===== config.mk =====
export PLATFORM = sky130hd
export DESIGN_NAME = button_conditioner_flat
export DESIGN_NICKNAME = d
export VERILOG_FILES = /design/src/rtl/button_conditioner_if.sv /design/src/rtl/button_conditioner.sv /design/src/flat_wrapper.sv
export SDC_FILE = /design/constraint.sdc
export NUM_CORES = 1
export LEC_CHECK = 0
export BUFFER_PORTS_ARGS = -buffer_cell sky130_fd_sc_hd__clkbuf_2
export CORE_MARGIN = 1.5
export CORE_UTILIZATION = 51
export CTS_CLUSTER_DIAMETER = 100
export CTS_CLUSTER_SIZE = 10
export DETAILED_ROUTE_END_ITERATION = 12
export GPL_ROUTABILITY_DRIVEN = 0
export PLACE_DENSITY = 0.8
export SYNTH_ARGS = -nofsm -noshare
export SYNTH_HDL_FRONTEND = slang
export SYNTH_SLANG_ARGS = --single-unit

===== constraint.sdc =====
create_clock -name clock -period 4.8 [get_ports clock]
set_clock_uncertainty 0.15 [all_clocks]
set_input_delay 0.96 -clock clock [delete_from_list [all_inputs] [get_ports clock]]
set_output_delay 0.96 -clock clock [all_outputs]
set_load 0.01 [all_outputs]

===== src/rtl/button_conditioner_if.sv =====
// ---------------------------------------------------------------------------
// button_conditioner_if
// Bundle of button signals between the raw push-button pins and the
// conditioned event outputs.
//   btn_in      : raw asynchronous button inputs (active-high)
//   btn_level   : debounced level per channel
//   btn_press   : one-cycle pulse on a debounced rising edge
//   btn_release : one-cycle pulse on a debounced falling edge
//   btn_repeat  : one-cycle auto-repeat pulse while held
//   selected    : latched program number (0 = none)
//   sel_change  : one-cycle pulse when selected is written
// modport master : drives btn_in, observes everything else (board/testbench)
// modport slave  : the conditioner itself
// ---------------------------------------------------------------------------
interface button_conditioner_if #(
  parameter int NCH   = 5,
  parameter int SEL_W = 32
);
  logic [NCH-1:0]   btn_in;
  logic [NCH-1:0]   btn_level;
  logic [NCH-1:0]   btn_press;
  logic [NCH-1:0]   btn_release;
  logic [NCH-1:0]   btn_repeat;
  logic [SEL_W-1:0] selected;
  logic             sel_change;

  modport master (
    output btn_in,
    input  btn_level, btn_press, btn_release, btn_repeat, selected, sel_change
  );

  modport slave (
    input  btn_in,
    output btn_level, btn_press, btn_release, btn_repeat, selected, sel_change
  );
endinterface


===== src/rtl/button_conditioner.sv =====
// ---------------------------------------------------------------------------
// button_conditioner
// N-channel push-button front end: 2-flop synchroniser, counter debouncer,
// registered press/release pulses, optional auto-repeat, and a latched
// program selector driven by presses on the masked channels.
// Ports:
//   clock : system clock, all state on posedge
//   reset : synchronous, active-high; clears every register
//   bus   : button_conditioner_if.slave (btn_in in; levels/pulses/selector out)
// ---------------------------------------------------------------------------
module button_conditioner #(
  parameter int             NCH           = 5,
  parameter int             DELAY         = 250000,
  parameter int             REPEAT_START  = 0,
  parameter int             REPEAT_PERIOD = 125000,
  parameter logic [NCH-1:0] SEL_MASK      = 5'b00110,
  parameter int             SEL_W         = 32
) (
  input  logic                  clock,
  input  logic                  reset,
  button_conditioner_if.slave   bus
);

  localparam int CW   = (DELAY > 1) ? $clog2(DELAY) : 1;
  localparam int RMAX = (REPEAT_START > REPEAT_PERIOD) ? REPEAT_START : REPEAT_PERIOD;
  localparam int RW   = $clog2(RMAX + 1);

  logic [NCH-1:0]   s1_q, s2_q;
  logic [NCH-1:0]   level_q, level_d;
  logic [NCH-1:0]   press_q, release_q;
  logic [NCH-1:0]   repeat_q, repeat_d;
  logic [SEL_W-1:0] selected_q, selected_d;
  logic             sel_change_q, sel_change_d;

  genvar gi;
  generate
    for (gi = 0; gi < NCH; gi++) begin : g_ch
      logic [CW-1:0] cnt_q, cnt_d;
      logic          lvl_d;

      // Counter tracks consecutive cycles the synchronised input disagrees
      // with the debounced level; any agreement restarts the count.
      always_comb begin
        cnt_d = '0;
        lvl_d = level_q[gi];
        if (s2_q[gi] != level_q[gi]) begin
          if (cnt_q == CW'(DELAY - 1)) begin
            lvl_d = s2_q[gi];
          end else begin
            cnt_d = cnt_q + CW'(1);
          end
        end
      end

      always_ff @(posedge clock) begin
        if (reset) begin
          cnt_q <= '0;
        end else begin
          cnt_q <= cnt_d;
        end
      end

      assign level_d[gi] = lvl_d;

      if (REPEAT_START > 0) begin : g_rep
        logic [RW-1:0] rcnt_q, rcnt_d;
        logic [RW-1:0] inc;
        logic [RW-1:0] target;
        logic          started_q, started_d;
        logic          fire;

        // rcnt counts cycles since the press (or since the last repeat);
        // the first interval is REPEAT_START, later ones REPEAT_PERIOD.
        always_comb begin
          rcnt_d    = '0;
          started_d = 1'b0;
          fire      = 1'b0;
          inc       = (press_q[gi] ? '0 : rcnt_q) + RW'(1);
          target    = (started_q && !press_q[gi]) ? RW'(REPEAT_PERIOD) : RW'(REPEAT_START);
          if (level_q[gi]) begin
            if (inc == target) begin
              fire      = 1'b1;
              started_d = 1'b1;
            end else begin
              rcnt_d    = inc;
              started_d = started_q && !press_q[gi];
            end
          end
        end

        always_ff @(posedge clock) begin
          if (reset) begin
            rcnt_q    <= '0;
            started_q <= 1'b0;
          end else begin
            rcnt_q    <= rcnt_d;
            started_q <= started_d;
          end
        end

        // Suppress a repeat that would land on the release cycle.
        assign repeat_d[gi] = fire & lvl_d;
      end else begin : g_norep
        assign repeat_d[gi] = 1'b0;
      end
    end
  endgenerate

  // Lowest-index masked press wins; loop runs high-to-low so the last
  // assignment is the lowest channel.
  always_comb begin
    selected_d   = selected_q;
    sel_change_d = 1'b0;
    for (int k = NCH - 1; k >= 0; k--) begin
      if (press_q[k] && SEL_MASK[k]) begin
        selected_d   = SEL_W'(k + 1);
        sel_change_d = 1'b1;
      end
    end
  end

  always_ff @(posedge clock) begin
    if (reset) begin
      s1_q         <= '0;
      s2_q         <= '0;
      level_q      <= '0;
      press_q      <= '0;
      release_q    <= '0;
      repeat_q     <= '0;
      selected_q   <= '0;
      sel_change_q <= 1'b0;
    end else begin
      s1_q         <= bus.btn_in;
      s2_q         <= s1_q;
      level_q      <= level_d;
      press_q      <= level_d & ~level_q;
      release_q    <= ~level_d & level_q;
      repeat_q     <= repeat_d;
      selected_q   <= selected_d;
      sel_change_q <= sel_change_d;
    end
  end

  assign bus.btn_level   = level_q;
  assign bus.btn_press   = press_q;
  assign bus.btn_release = release_q;
  assign bus.btn_repeat  = repeat_q;
  assign bus.selected    = selected_q;
  assign bus.sel_change  = sel_change_q;

endmodule


===== src/flat_wrapper.sv =====
// flat-port wrapper written by rule: the top's interface ports become plain ports
module button_conditioner_flat 
#(
  parameter int             NCH           = 5,
  parameter int             DELAY         = 250000,
  parameter int             REPEAT_START  = 0,
  parameter int             REPEAT_PERIOD = 125000,
  parameter logic [NCH-1:0] SEL_MASK      = 5'b00110,
  parameter int             SEL_W         = 32
)
  (clock, reset, bus_btn_in, bus_btn_level, bus_btn_press, bus_btn_release, bus_btn_repeat, bus_selected, bus_sel_change);
  button_conditioner_if #(.NCH(NCH), .SEL_W(SEL_W)) bus_i ();
  input  logic clock;
  input  logic reset;
  input wire logic [$bits(bus_i.btn_in)-1:0] bus_btn_in;
  output wire logic [$bits(bus_i.btn_level)-1:0] bus_btn_level;
  output wire logic [$bits(bus_i.btn_press)-1:0] bus_btn_press;
  output wire logic [$bits(bus_i.btn_release)-1:0] bus_btn_release;
  output wire logic [$bits(bus_i.btn_repeat)-1:0] bus_btn_repeat;
  output wire logic [$bits(bus_i.selected)-1:0] bus_selected;
  output wire logic [$bits(bus_i.sel_change)-1:0] bus_sel_change;
  assign bus_i.btn_in = bus_btn_in;
  assign bus_btn_level = bus_i.btn_level;
  assign bus_btn_press = bus_i.btn_press;
  assign bus_btn_release = bus_i.btn_release;
  assign bus_btn_repeat = bus_i.btn_repeat;
  assign bus_selected = bus_i.selected;
  assign bus_sel_change = bus_i.sel_change;
  button_conditioner #(.NCH(NCH), .DELAY(DELAY), .REPEAT_START(REPEAT_START), .REPEAT_PERIOD(REPEAT_PERIOD), .SEL_MASK(SEL_MASK), .SEL_W(SEL_W)) u_core (.clock(clock), .reset(reset), .bus(bus_i));
endmodule

==> results.ini <==
[worst_setup_path]
path_max_fanout=17
critical_path_arrival_ns=2.69
worstSetupStartpointType=flop
cp_cell_sequence=ha_1 > nand3_1 > or4_1 > o21ai_2 > nor2_1
crit_buf_inv=0
path_class=reg -> reg
critPathCaptureType=flop
crit_path_top_delay_cell=o21ai_2
required_ns=5.02
cpPeakStageDelay_ns=0.57
crit_family=simple AND/OR/NAND/NOR gates

[sta]
fmax_ghz=0.406
rsz0062_at_grt=no
finalSetupViolations=0
slew_violations=0
worst_pin_slew_ns=0.699
maxSlewHeadroom=0.534
hold_viol_final=0
tns_ns=0
min_period_ns=2.46
period_share=0.513

[grt]
grt_pass1_wl_um=17100
antenna_found_initial=0
track_usage=0.194
grt_pass1_vias=3836
grt-ovfl-total=0
grt_start_max_net_pins=37

[yosys]
synth_cell_types=39
ys_ff_latch=118
syn_inst=598
yosys_warnings=0
synth_area_um2=5280
avgSynthCellArea_um2=8.82
synth_edf_count=0
seq_area_frac_synth=0.448
synth-main-ff-cell=dfxtp_1
synthArstFlopShare=0

[clock_tree]
clk_pin_slew_worst_paths_ns=0.05
numCtsBuffers=17
ctsResizeCount=0
cts.path.max_buffers=2
htreeDepth=4
hold_buffers=0
cts_tree=yes
worstSkewPairLatency_ns=0.52
cts_setup_buffers=0
numClockSinks=118
root_buffer=clkbuf_8

[detailed_routing]
drcViolationCount=0
drt_wl_total_um=10000
wl_per_cell_um=13.0
drt_iter0_drc=204
vias=4152
dr.pass1.iters=7
ant_nets=0
routed_via_density=5.40

[cells_and_area]
multiInputGateArea_um2=2640
layout-drive-gt1-share=0.104
nets=636
syn_to_final_growth_pct=11.9
nFillCells=841
register_area_um2=2360
diodes=0

[flow_run]
drv_cap=0

[placed_design]
dp_hpwl_um=6790
numPortBuffers=24

[floorplan]
design.core.area_um2=9910
dieArea_um2=11000
die_y_um=105
io_pins=60
initial_core_util=0.532
rows=36
die-width_um=105

[hold_path]
hp-class=reg -> reg

[power]
p_per_area_nw_per_um2=365
p_total_mw=2.16
power.leakage_nw=1.91
peakVddDrop_uv=232

[run_status]
run_status=complete, no violations

==> registers in the layout, summed over array words and instances (netlist names) <==
register and count:
u_core.bus.sel_change 1, u_core.s1_q 5, u_core.g_ch.cnt_q 90, u_core.bus.btn_press 5, u_core.s2_q 5, u_core.bus.btn_level 5
u_core.bus.btn_release 5, u_core.bus.selected 2
==> metrics by stage <==
stage	util	hold WS [ns]	cell area, µm²	std cells	setup WS (ns)
6_report	0.596	0.289	5900	769	2.34
4_1_cts	0.596	0.297	5900	769	2.35
3_3_place_gp	0.541	0.266	5360	738	2.48
3_5_place_dp	0.541	0.279	5360	738	2.37
5_1_grt	0.596	0.318	5900	769	2.17
2_1_floorplan	-	0.264	5400	632	2.71
==> placed cells by master (no fill, tap or decap), types with 5 or more instances in the layout <==
cell / synthesis / routed
nor3_1: 24 / 24
clkbuf_16: 0 / 16
nand2b_1: 18 / 18
xnor2_1: 43 / 43
and2_1: 5 / 5
o31ai_1: 5 / 5
or4_1: 12 / 12
dfxtp_1: 118 / 118
xor2_1: 23 / 23
nor2b_1: 11 / 11
clkinv_2: 0 / 5
nor4_1: 20 / 20
o21ai_0: 8 / 8
nand2_1: 26 / 26
clkbuf_2: 2 / 24
inv_1: 13 / 13
or3_1: 8 / 8
nand4_1: 25 / 25
nand3_1: 35 / 35
ha_1: 5 / 5
conb_1: 1 / 35
and4_1: 6 / 6
nor2_1: 88 / 88
and3_1: 7 / 7
a21oi_1: 22 / 22
==> routing by layer <==
metal	track usage	wire length (µm)	vias to the layer above
met5	0	0	-
li1	-	-	2080
met1	0.234	4540	1962
met4	0.106	189	0
met2	0.312	4880	91
met3	0.0586	422	19
==> cell type report <==
class | count | area share
Clock inverter | 9 | 0.0131
Multi-Input combinational cell | 447 | 0.448
Sequential cell | 118 | 0.400
Timing Repair Buffer | 27 | 0.0242
Tap cell | 133 | 0.0282
Clock buffer | 22 | 0.0784
Inverter | 13 | 0.00827
==> cells in the mapped netlist (2+ instances only) <==
cell type / number / area, µm²
xor2_1: 23 / 201
nand2b_1: 18 / 113
a21oi_1: 22 / 110
inv_1: 13 / 48.8
xnor2_1: 43 / 377
ha_1: 5 / 62.6
and2_1: 5 / 31.3
and3_1: 7 / 43.8
clkbuf_2: 2 / 10.0
buf_4: 37 / 278
o21ai_2: 2 / 17.5
nand3_1: 35 / 175
nor4_1: 20 / 125
o21ai_0: 8 / 40.0
o41ai_2: 3 / 48.8
o31ai_1: 5 / 37.5
nor2b_1: 11 / 68.8
nand2_1: 26 / 97.6
or3_1: 8 / 50.1
o41ai_1: 2 / 17.5
and4_1: 6 / 52.6
clkbuf_1: 10 / 37.5
dfxtp_1: 118 / 2360
or4_1: 12 / 90.1
nor2_1: 88 / 330
or4b_2: 2 / 20.0
buf_2: 5 / 25.0
nor4b_1: 2 / 17.5
nand4_1: 25 / 156
mux2i_1: 3 / 30.0
nor3_1: 24 / 120
==> final timing paths <==
kind                                              start                       to  slack [ns]  cells past startpoint
worst max register to register  u_core.g_ch[2].cnt_q[0]  u_core.g_ch[2].cnt_q[2]        2.34                      5
worst max-delay path            u_core.g_ch[2].cnt_q[0]  u_core.g_ch[2].cnt_q[2]        2.34                      5
worst min register to register           u_core.s1_q[3]           u_core.s2_q[3]        0.29                      1
worst min-delay path                     u_core.s1_q[3]           u_core.s2_q[3]        0.29                      1
==> worst register-to-register path, stage by stage (launching register included) <==
cell and delay [ns]:
dfxtp_1 0.36, ha_1 0.36, nand3_1 0.19, or4_1 0.56, o21ai_2 0.57, nor2_1 0.13
==> power breakdown <==
group	switching [mW]	internal, mW
combinational	0.0263	0.00800
clock	0.415	0.718
sequential	0.00304	0.986
==> cells by family after synthesis <==
family	synth area share
other	0.000711
adders and majority gates	0.0119
and+or+nand+nor	0.297
xor gates and xnor gates	0.110
DFF	0.448
muxes	0.00569
AOI/OAI and AO/OA	0.0515
buffers and inverters	0.0757
Note: power is estimated with default switching activity, not from simulation.
